`src/rtl/full_subtractor.sv`:
```
// Registered WIDTH-bit full subtractor: diff/brr = a - b - c, one-cycle latency with valid qualifier.
// Optional saturating borrow counter enabled by defining FULL_SUBTRACTOR_BORROW_COUNT_EN.
module full_subtractor #(
  parameter int unsigned WIDTH = 1
) (
  input  logic             clk,
  input  logic             rst,
  input  logic             in_valid,
  input  logic [WIDTH-1:0] a,
  input  logic [WIDTH-1:0] b,
  input  logic             c,
  output logic             out_valid,
  output logic [WIDTH-1:0] diff,
  output logic             brr
`ifdef FULL_SUBTRACTOR_BORROW_COUNT_EN
  ,
  output logic [15:0]      borrow_cnt
`endif
);

  logic [WIDTH:0]   sub_full;
  logic             out_valid_d, out_valid_q;
  logic [WIDTH-1:0] diff_d, diff_q;
  logic             brr_d, brr_q;

  // The extra top bit is the sign of a - b - c, i.e. the unsigned borrow-out.
  always_comb begin
    sub_full = {1'b0, a} - {1'b0, b} - {{WIDTH{1'b0}}, c};
  end

  // Idle cycles select the held value, so X on a/b/c cannot reach the flops.
  always_comb begin
    out_valid_d = in_valid;
    diff_d      = diff_q;
    brr_d       = brr_q;
    if (in_valid) begin
      diff_d = sub_full[WIDTH-1:0];
      brr_d  = sub_full[WIDTH];
    end
  end

  always_ff @(posedge clk) begin
    if (rst) begin
      out_valid_q <= 1'b0;
      diff_q      <= '0;
      brr_q       <= 1'b0;
    end else begin
      out_valid_q <= out_valid_d;
      diff_q      <= diff_d;
      brr_q       <= brr_d;
    end
  end

  assign out_valid = out_valid_q;
  assign diff      = diff_q;
  assign brr       = brr_q;

`ifdef FULL_SUBTRACTOR_BORROW_COUNT_EN
  logic [15:0] borrow_cnt_d, borrow_cnt_q;

  always_comb begin
    borrow_cnt_d = borrow_cnt_q;
    if (in_valid && sub_full[WIDTH] && (borrow_cnt_q != 16'hFFFF)) begin
      borrow_cnt_d = borrow_cnt_q + 16'd1;
    end
  end

  always_ff @(posedge clk) begin
    if (rst) begin
      borrow_cnt_q <= 16'd0;
    end else begin
      borrow_cnt_q <= borrow_cnt_d;
    end
  end

  assign borrow_cnt = borrow_cnt_q;
`endif

endmodule

```
`config.mk`:
```
export PLATFORM = sky130hd
export DESIGN_NAME = full_subtractor
export DESIGN_NICKNAME = d
export VERILOG_FILES = /design/src/rtl/full_subtractor.sv
export SDC_FILE = /design/constraint.sdc
export NUM_CORES = 1
export LEC_CHECK = 0
export CAP_MARGIN = 10
export CORE_AREA = 4 4 41 43
export CTS_BUF_LIST = sky130_fd_sc_hd__clkbuf_16
export CTS_CLUSTER_DIAMETER = 100
export DETAILED_ROUTE_END_ITERATION = 7
export DIE_AREA = 0 0 45 47
export GPL_TIMING_DRIVEN = 0
export PLACE_DENSITY = 0.3
export SYNTH_ARGS = -nofsm -noshare
export SYNTH_HDL_FRONTEND = slang
export SYNTH_SLANG_ARGS = --single-unit
export TNS_END_PERCENT = 30
```
`constraint.sdc`:
```
create_clock -name clk -period 2.1 [get_ports clk]
set_input_delay 0.21 -clock clk [delete_from_list [all_inputs] [get_ports clk]]
set_output_delay 0.21 -clock clk [all_outputs]
set_load 0.1 [all_outputs]
```
Word-level counts from Yosys, hierarchy flattened
Cells that the tools add are included.
W data, S select, Z words.
{ "word_totals": {"reg_bits": 3, "inputBits": 6, "out_inout_bits": 3, "elab_cells": 5} }
{ "op_classes": {"n_addsub": 2} }
{ "op_table": {"columns": ["operator", "n"], "rows": [
  ["$sub A1 B1 Y2", 1],
  ["$sub A2 B1 Y2", 1]
]} }

Longest topological paths before layout
{ "logic_depth": {"word_depth": 2, "mapped_depth": 4, "mapped_depth_nobuf": 4} }

Worst setup path before layout
Ideal clock, no wire load.
{ "synth_timing": {"path_type": "reg-to-reg", "startpoint": "register diff (netlist name)", "endpoint": "register diff_q (netlist: diff)", "setup_time_ns": 0.086, "t_arrival_ns": 1.161, "setup_slack_ns": 0.853, "path_stages_with_launch": 3, "n_path_buf": 0, "period_less_slack_ns": 1.247, "cell_sequence": "dfxtp_1 -> nor2_1 -> a211oi_1"} }
{ "synth_rtl": {"columns": ["item", "line_no", "source"], "rows": [
  ["end signal, assigned", "49", "diff_q <= diff_d;"],
  ["end, declared", "23", "logic [WIDTH-1:0] diff_d, diff_q;"]
]} }

Final worst setup path
{ "layout_timing": {"startpoint": "register diff_q (netlist: diff)", "endpoint": "output diff"} }
{ "layout_rtl": {"columns": ["item", "line_no", "source"], "rows": [
  ["end, declared", "13", "output logic [WIDTH-1:0] diff,"]
]} }
No word-level cell between the ends.

==> out/qor.yml <==
grt_pass1_vias: 117
power.density_nw_per_um2: 1423
critPathTopFamily: "buffers and inverters"
path_class: "flip-flop to primary output"
yosysTopAreaCell: "dfxtp_1"
irDropWorstVdd_mv: 0.4986
cts_num_sinks: 3
nets: 30
startpoint_type: "flip-flop"
syn_area_per_cell_sq_um: 11.51
max_stage_delay_ns: 1.13
pwr-share-clk_pct: 71.3
finalHoldViolCount: 0
routed_wl_microns: 313
syn_inst: 10
grt_usage_pct: 4.193
ys_top_cells_by_area: "dfxtp_1 52%, fa_1 17%, mux2i_1 8.7%, a211oi_1 6.5%, nor2_1 6.5%"
vias: 111
fin_crit_sh_pct: 89.80
rows: 13
antenna_found_initial: 0
syn_nets: 17
layout-drive-gt1-share_pct: 13.64
final_area_sq_um: 292.8
crit_path_max_fanout: 2
viasPerCell: 3.000
grt_pass1_wl_microns: 455
dieWidth_microns: 45
cts_root_buf: "clkbuf_16"
crit_chain: "clkdlybuf4s50_1"
cts_resized: 0
status: "completed"
cp-end-kind: "primary output"
cts.path.max_buffers: 2
syn_area_sq_um: 115.1
n_antenna_cell: 0
cp_slowest_cell: "clkdlybuf4s50_1"
yosysTopAreaCellShare_pct: 52.17
syn_to_final_growth_pct: 154.3
switching_share_pct: 21.73
cts_hold_buf: 0
ys_warn_count: 0
p_int_w: 0.0003260
synth-simple-area-share_pct: 11.96
synthAdderAreaFrac_pct: 17.39
clk_pin_slew_ns: 0.03
start_util_pct: 8.846
synth_xor_area_share_pct: 0
p_leak_nw: 0.1229
overflow: 0
io_buffers: 8
drc: 0
maxSlewHeadroom_pct: 35.27
rsz0062_at_grt: "no"
grt_max_degree: 5
die_y_microns: 47
fill_cells: 147
die_area_sq_um: 2115
synth_mux_area_share_pct: 8.696
h-tree-depth: 1
seqPwrFrac_pct: 15.1
synth_top_family_by_area: "adder cells"
post-route-min-period_ns: 1.886
ios: 9
core_sq_um: 1301
tritoncts: "built"
routedWlPerCell_microns: 8.459
place_area_sq_um: 214.0
gr-usage-met3_pct: 4.598
fmaxAchievable_mhz: 530.3
maxCapViolations: 0
finClkSkew_ns: 0
drtIter0Drc: 2
path_buf_inv: 1
yosysUniqueCellTypes: 7
crit_required_ns: 1.89
synth_compound_area_share_pct: 6.522
grt-busiest-layer: "met4"
hold_class: "flip-flop to flip-flop"
tightest_slew_ns: 0.9679
cts_setup_buffers: 0
cts_buffers: 3
met1_usage_pct: 2.968
combPwrFrac_pct: 13.6
p_sw_w: 0.00009052
grt_util_met2_pct: 4.520
drt-pass1-iter-count: 2
drtAntennaViolNets: 0
slew_violations: 0
gp_congestion: 0.5985
insertion_delay_ns: 0.22
ys_seq_area_share_pct: 52.17
worstPathArrival_ns: 1.68
ys_ff_latch: 3
setup_tns_ns: 0
setup_viol: 0
final timing paths:
check	to	slack, ns	startpoint	cells past startpoint
worst min register to register	diff	0.48	diff	2
worst max register to register	diff	1.50	diff	2
worst min-delay path	diff	0.48	diff	2
worst max-delay path	diff	0.21	diff	1
power groups by stage:
stage                     Combinational [W]  Sequential, W  Clock (W)
after CTS                         0.0000576      0.0000632   0.000304
after detailed placement          0.0000574      0.0000639          0
final                             0.0000566      0.0000631   0.000297
after global placement            0.0000565      0.0000639          0
after floorplan                  0.00000675      0.0000932          0
after global routing              0.0000595      0.0000634   0.000310
metal layers:
layer,wire [microns],vias to the layer above
li1,-,56
met1,136,45
met2,126,10
met3,51,0
met4,0,0
met5,0,-
registers in the layout, summed over array words and instances, names as in the netlist:
name / cells
out_valid: 1
brr: 1
diff: 1
cells by family after synthesis:
| kind of cell | Yosys count |
|---|---|
| AND/OR/NAND/NOR | 3 |
| multiplexers | 1 |
| buffers and inverters | 1 |
| AO/OA/AOI/OAI | 1 |
| adder cells (fa/ha/maj) | 1 |
| flip-flops | 3 |
per-stage QoR:
stage	hold slack [ns]	setup slack, ns	util, %	total power, W	std cells
CTS	0.4830	0.2022	22.50	0.0004244	37
finish	0.4783	0.2141	22.50	0.0004165	37
floorplan	0.2816	0.8534	-	0.00009990	10
global route	0.4870	0.1904	22.50	0.0004330	37
global placement	0.4751	0.4438	16.44	0.0001204	33
detailed placement	0.4780	0.4424	16.44	0.0001213	33
cell usage in the layout, fill, tap and decap left out, drive strengths merged:
master	n
dfxtp	3
fa	1
nor2b	1
a211oi	1
clkbuf	3
mux2i	1
clkdlybuf4s50	8
nor2	2
inv	2
synthesized netlist by cell type, drive strengths merged:
master and n:
dfxtp 3, nor2b 1, inv 1, a211oi 1, fa 1, nor2 2, mux2i 1
layout make-up:
cell class	count	area [sq um]	share of cell area, %
Timing Repair Buffer	8	80.08	27.35
Tap cell	15	18.77	6.410
Multi-Input combinational cell	6	51.30	17.52
Clock buffer	3	75.07	25.64
Sequential cell	3	60.06	20.51
Inverter	1	3.754	1.282
Clock inverter	1	3.754	1.282
(Power assumes the default switching activity.)
==> patch 1, RTL diff (same flow settings) <==
Put one more register stage on the output `brr`, cleared by the reset. The value now appears one clock later. The other outputs are not delayed to match. Comments in the files are not updated.
--- a/src/rtl/full_subtractor.sv
+++ b/src/rtl/full_subtractor.sv
@@ -55,3 +55,9 @@
   assign diff      = diff_q;
-  assign brr       = brr_q;
+  always_ff @(posedge clk) begin
+    if (rst) begin
+      brr <= '0;
+    end else begin
+      brr <= brr_q;
+    end
+  end
 
Formal check against the unedited RTL: not equivalent (Yosys sat finds a counterexample within 4 cycles, from zero or initial values and one cycle with rst high).
==> patch 1 against the original RTL <==
  * Via count grew 8.1%
  * Setup slack lost 12 ps
  * Synthesized area grew 23%
  * Wire length grew 2.2%
  * Count of clock-buffer cells in the layout is the same
  * First-iteration DRC count shrank 100%
  * Sequential cell count grew 1
  * Power grew 3.7%
  * Design area grew 7.7%
  * Die area is the same
  * Synthesized cell count grew 20%
==> patch 1: results (changes against the original RTL) <==
- Status: complete, no violations (unchanged)
- Worst reg2reg setup slack: 1460 ps (was 1500 ps)
- Depth of the worst register-to-register path: 2 (unchanged)
- # H-tree levels: 1 (unchanged)
- Peak supply drop: 0.395 mV (was 0.499 mV)
- CTS Buf Count: 3 (unchanged)
- Most frequent cells after synthesis: dfxtp_1 (4), nor2_1 (2), nor2b_1 (2) (was dfxtp_1 (3), nor2_1 (2))
- Leakage: 0.128 nW (was 0.123 nW)
- Post-Synth Adder-Cell Area: 0.142 (was 0.174)
- Register area share after synthesis: 0.566 (was 0.522)
- Crit path max fanout: 2 (unchanged)
- Vias in the first global route: 146 (was 117)
- Worst skew pair latency: 220 ps (about the same)
- Ys Warns: 0 (unchanged)
- Tot GR Track Use: 0.0482 (was 0.0419)
- N_diodes: 0 (unchanged)
- Yosys cell types: 7 (unchanged)
- Hpwl dp: 250 um
- Clock slew at reported path FFs: 30 ps (about the same)
- Port bufs: 8 (unchanged)
- Hold Slack: 467 ps (was 478 ps)
- WL final: 320 um (was 313 um)
- Synthesized flop and latch total: 4 (was 3)
- Hold EP: brr$_SDFF_PP0_ (was diff$_SDFFE_PP0P_)
- Slew HR: 0.355 (was 0.353)
- Top FF cell, synth: dfxtp_1 (unchanged)
- Final Setup Violations: 0 (unchanged)
- Clock buffer depth: 2 (unchanged)
- Drt via density: 3.16 (was 3.00)
- Mapped Nets: 19 (was 17)
- DRT iter0 DRCs: 0 (was 2)
- Layout cell share with drive strength beyond 1: 0.130 (was 0.136)
- Worst reg2reg path endpoint: diff$_SDFFE_PP0P_ (unchanged)
- Worst Path Arrival: 1690 ps
- Final #Nets: 32 (was 30)
- Worst hold stages: 1 (was 2)
- Reg-to-reg startpoint: diff$_SDFFE_PP0P_ (unchanged)
- Synth Area in XOR/XNOR: 0 (unchanged)
- Post-CTS sizing: 0 (unchanged)
- Setup Buffers After CTS: 0 (unchanged)
- Placed Area: 240 um^2 (was 214 um^2)
- Post-route clock skew: 0.996 ps (was 0 ps)
- Crit path largest cell delay: 1140 ps
- Fill cell count: 150 (was 147)
- Mux contribution to synthesized area: 0.0708 (was 0.0870)
- Largest net degree at the start of global routing: 5 (unchanged)
- DR pass1 iterations: 1 (was 2)
- Asr flop ratio synth: 0 (unchanged)
- First-pass GRT wire length: 565 um (was 455 um)
- CTS root buffer: clkbuf_16 (unchanged)
- Slowest-stage cell, CP: clkdlybuf4s50_1 (unchanged)
- Hold Path Class: reg -> reg (unchanged)
- Hold Crit Start: brr_q$_SDFFE_PP0P_ (was diff$_SDFFE_PP0P_)
- Synth Area in Compound Gates: 0.0531 (was 0.0652)
- Initial antenna violation count: 0 (unchanged)
- Largest cells by area after synthesis: dfxtp_1 (57%), fa_1 (14%), nor2b_1 (8.8%), mux2i_1 (7.1%), a211oi_1 (5.3%) (was dfxtp_1 (52%), fa_1 (17%), mux2i_1 (8.7%), a211oi_1 (6.5%), nor2_1 (6.5%))
- Routability cong.: 0.573 (was 0.599)
- Crit path max-delay family: buffers and inverters (unchanged)
- Switching share of power: 0.205 (was 0.217)
[patch 1: area by class of cell]
type / instances / area (um^2) / area share
tap: 15 / 18.8 / 0.0595
multi-input combinational: 7 / 57.6 / 0.183
inverter: 1 / 3.75 / 0.0119
timing repair buffer: 8 / 80.1 / 0.254
clock buffer: 3 / 75.1 / 0.238
sequential: 4 / 80.1 / 0.254
[patch 1: power groups by stage]
stage | sequential [mW] | combinational, mW | clock, mW
CTS | 0.0835 | 0.0529 | 0.302
global placement | 0.0842 | 0.0536 | 0
global route | 0.0839 | 0.0550 | 0.309
floorplan | 0.110 | 0.00734 | 0
detailed placement | 0.0846 | 0.0530 | 0
finish | 0.0833 | 0.0523 | 0.296
[patch 1: routing by layer]
layer,global-route usage,vias to the layer above,part of all wire
met5,0,-,0
met4,0.105,0,0
met3,0.0383,0,0.11
met2,0.0537,7,0.51
met1,0.0319,53,0.38
li1,-,60,-
[patch 1: worst max path at each step]
stage	startpoint	end	slack [ps]
4_1_cts	diff$_SDFFE_PP0P_	diff	190
6_report	diff$_SDFFE_PP0P_	diff	200
3_5_place_dp	diff$_SDFFE_PP0P_	diff	430
3_3_place_gp	diff$_SDFFE_PP0P_	diff	430
5_1_grt	diff$_SDFFE_PP0P_	diff	190
2_1_floorplan	diff$_SDFFE_PP0P_	diff$_SDFFE_PP0P_	850
[patch 1: stage by stage]
| stage | worst slack (ps) | std cells |
|---|---|---|
| 2_1_floorplan | 853 | 12 |
| 3_3_place_gp | 434 | 35 |
| 3_5_place_dp | 429 | 35 |
| 4_1_cts | 191 | 38 |
| 5_1_grt | 186 | 38 |
| 6_report | 202 | 38 |
==> patch 2, RTL diff (same settings) <==
Made on the original files. Register the inputs `a`, `b` and `c` before use, without a reset. The logic sees them one clock later. The other inputs are not delayed to match. Comments in the files are not updated.
--- a/src/rtl/full_subtractor.sv
+++ b/src/rtl/full_subtractor.sv
@@ -20,2 +20,12 @@
 
+  logic [WIDTH-1:0] a_q;
+  logic [WIDTH-1:0] b_q;
+  logic c_q;
+
+  always_ff @(posedge clk) begin
+    a_q <= a;
+    b_q <= b;
+    c_q <= c;
+  end
+
   logic [WIDTH:0]   sub_full;
@@ -27,3 +37,3 @@
   always_comb begin
-    sub_full = {1'b0, a} - {1'b0, b} - {{WIDTH{1'b0}}, c};
+    sub_full = {1'b0, a_q} - {1'b0, b_q} - {{WIDTH{1'b0}}, c_q};
   end
Function: changed (a bounded check fails within 4 cycles, from zero or initial values and one cycle with rst high).
==> patch 2 against the original RTL <==
  * Setup slack better by 1.1 ps
  * Sequential cell count rose by 3
  * Critical path type unchanged
  * Sequential share of layout area rose by 14 points
  * Combinational power decreased by 2%
  * Power up 15%
  * Wire length grew 3.8%
  * Final cell count grew 5.4%
  * Design area is 19% higher
  * Synthesized area grew 52%
==> patch 2: results (changes against the original RTL) <==
- Status: complete, no violations (unchanged)
- Most frequent cells after synthesis: dfxtp_1 (6), nor2_1 (2) (was dfxtp_1 (3), nor2_1 (2))
- N_diodes: 0 (unchanged)
- Layout Cells excl Fill: 39 (was 37)
- CTS Buf Count: 3 (unchanged)
- Tot GR Track Use: 0.0420 (was 0.0419)
- Initial antenna violation count: 0 (unchanged)
- Top FF cell, synth: dfxtp_1 (unchanged)
- Yosys cell types: 7 (unchanged)
- DRT iter0 DRCs: 1 (was 2)
- Slowest-stage cell, CP: clkdlybuf4s50_1 (unchanged)
- Placed cell count: 36 (was 33)
- Depth of the worst register-to-register path: 3 (was 2)
- Peak supply drop: 0.531 mV (was 0.499 mV)
- Largest cells by area after synthesis: dfxtp_1 (69%), fa_1 (11%), mux2i_1 (5.7%), a211oi_1 (4.3%), nor2_1 (4.3%) (was dfxtp_1 (52%), fa_1 (17%), mux2i_1 (8.7%), a211oi_1 (6.5%), nor2_1 (6.5%))
- WL per Instance: 8.33 um (was 8.46 um)
- Worst skew pair latency: 220 ps (about the same)
- Ys Warns: 0 (unchanged)
- Leakage: 0.143 nW (was 0.123 nW)
- Asr flop ratio synth: 0 (unchanged)
- Vias in the first global route: 146 (was 117)
- Reg-to-reg startpoint: a_q$_DFF_P_ (was diff$_SDFFE_PP0P_)
- Fill cell count: 146 (was 147)
- Clock buffer depth: 2 (unchanged)
- Drt via density: 3.15 (was 3.00)
- Hold Path Class: in -> reg (was reg -> reg)
- CTS root buffer: clkbuf_16 (unchanged)
- Layout cell share with drive strength beyond 1: 0.125 (was 0.136)
- Mapped Nets: 20 (was 17)
- Port bufs: 8 (unchanged)
- Largest net degree at the start of global routing: 5 (unchanged)
- Crit path capture: diff (unchanged)
- Worst Path Arrival: 1670 ps
- First-pass GRT wire length: 510 um (was 455 um)
- Synth Instances: 13 (was 10)
- Placed Area: 274 um^2 (was 214 um^2)
- Register area share after synthesis: 0.686 (was 0.522)
- Least-Margin Pin Slew: 968 ps (about the same)
- DR pass1 iterations: 2 (unchanged)
- Worst reg2reg setup slack: 970 ps (was 1500 ps)
- Post-route clock skew: 1.50 ps (was 0 ps)
- Worst reg2reg path endpoint: diff$_SDFFE_PP0P_ (unchanged)
- Routability cong.: 0.604 (was 0.599)
- Final #Nets: 33 (was 30)
==> patch 2: worst min path at each step <==
stage                            startpoint                 to  cells after the start
after floorplan                           a        a_q$_DFF_P_                      0
after global placement    diff$_SDFFE_PP0P_  diff$_SDFFE_PP0P_                      2
after detailed placement  diff$_SDFFE_PP0P_  diff$_SDFFE_PP0P_                      2
after CTS                                 c        c_q$_DFF_P_                      1
after global routing                      c        c_q$_DFF_P_                      1
final                                     c        c_q$_DFF_P_                      1
==> patch 2: report_power, final <==
group | switching, mW | total (mW) | internal [mW]
logic | 0.0365 | 0.0552 | 0.0188
registers | 0.00292 | 0.125 | 0.122
clock network | 0.0566 | 0.300 | 0.244
==> patch 2: logic make-up after synthesis <==
family,share of synthesized area
flops,0.686
compound gates,0.0429
fa+ha+maj,0.114
simple gates,0.0786
buf+inv,0.0214
mux,0.0571
==> patch 2: area by class of cell <==
type / count / area (um^2) / share of cell area
Multi-Input combinational cell: 6 / 51.3 / 0.147
Tap cell: 15 / 18.8 / 0.0538
Clock buffer: 3 / 75.1 / 0.215
Sequential cell: 6 / 120 / 0.344
Inverter: 1 / 3.75 / 0.0108
Timing Repair Buffer: 8 / 80.1 / 0.229
==> patch 2: per-stage QoR <==
stage / setup slack (ps) / hold slack (ps)
finish: 215 / 432
global route: 167 / 440
CTS: 203 / 429
detailed placement: 445 / 484
global placement: 449 / 478
floorplan: 810 / 238
==> patch 2: per-layer routing <==
| metal | vias up | track usage | share of wire |
|---|---|---|---|
| li1 | 65 | - | - |
| met1 | 47 | 0.0252 | 0.35 |
| met2 | 9 | 0.0565 | 0.40 |
| met3 | 2 | 0.0498 | 0.21 |
| met4 | 0 | 0.0526 | 0.031 |
| met5 | - | 0 | 0 |
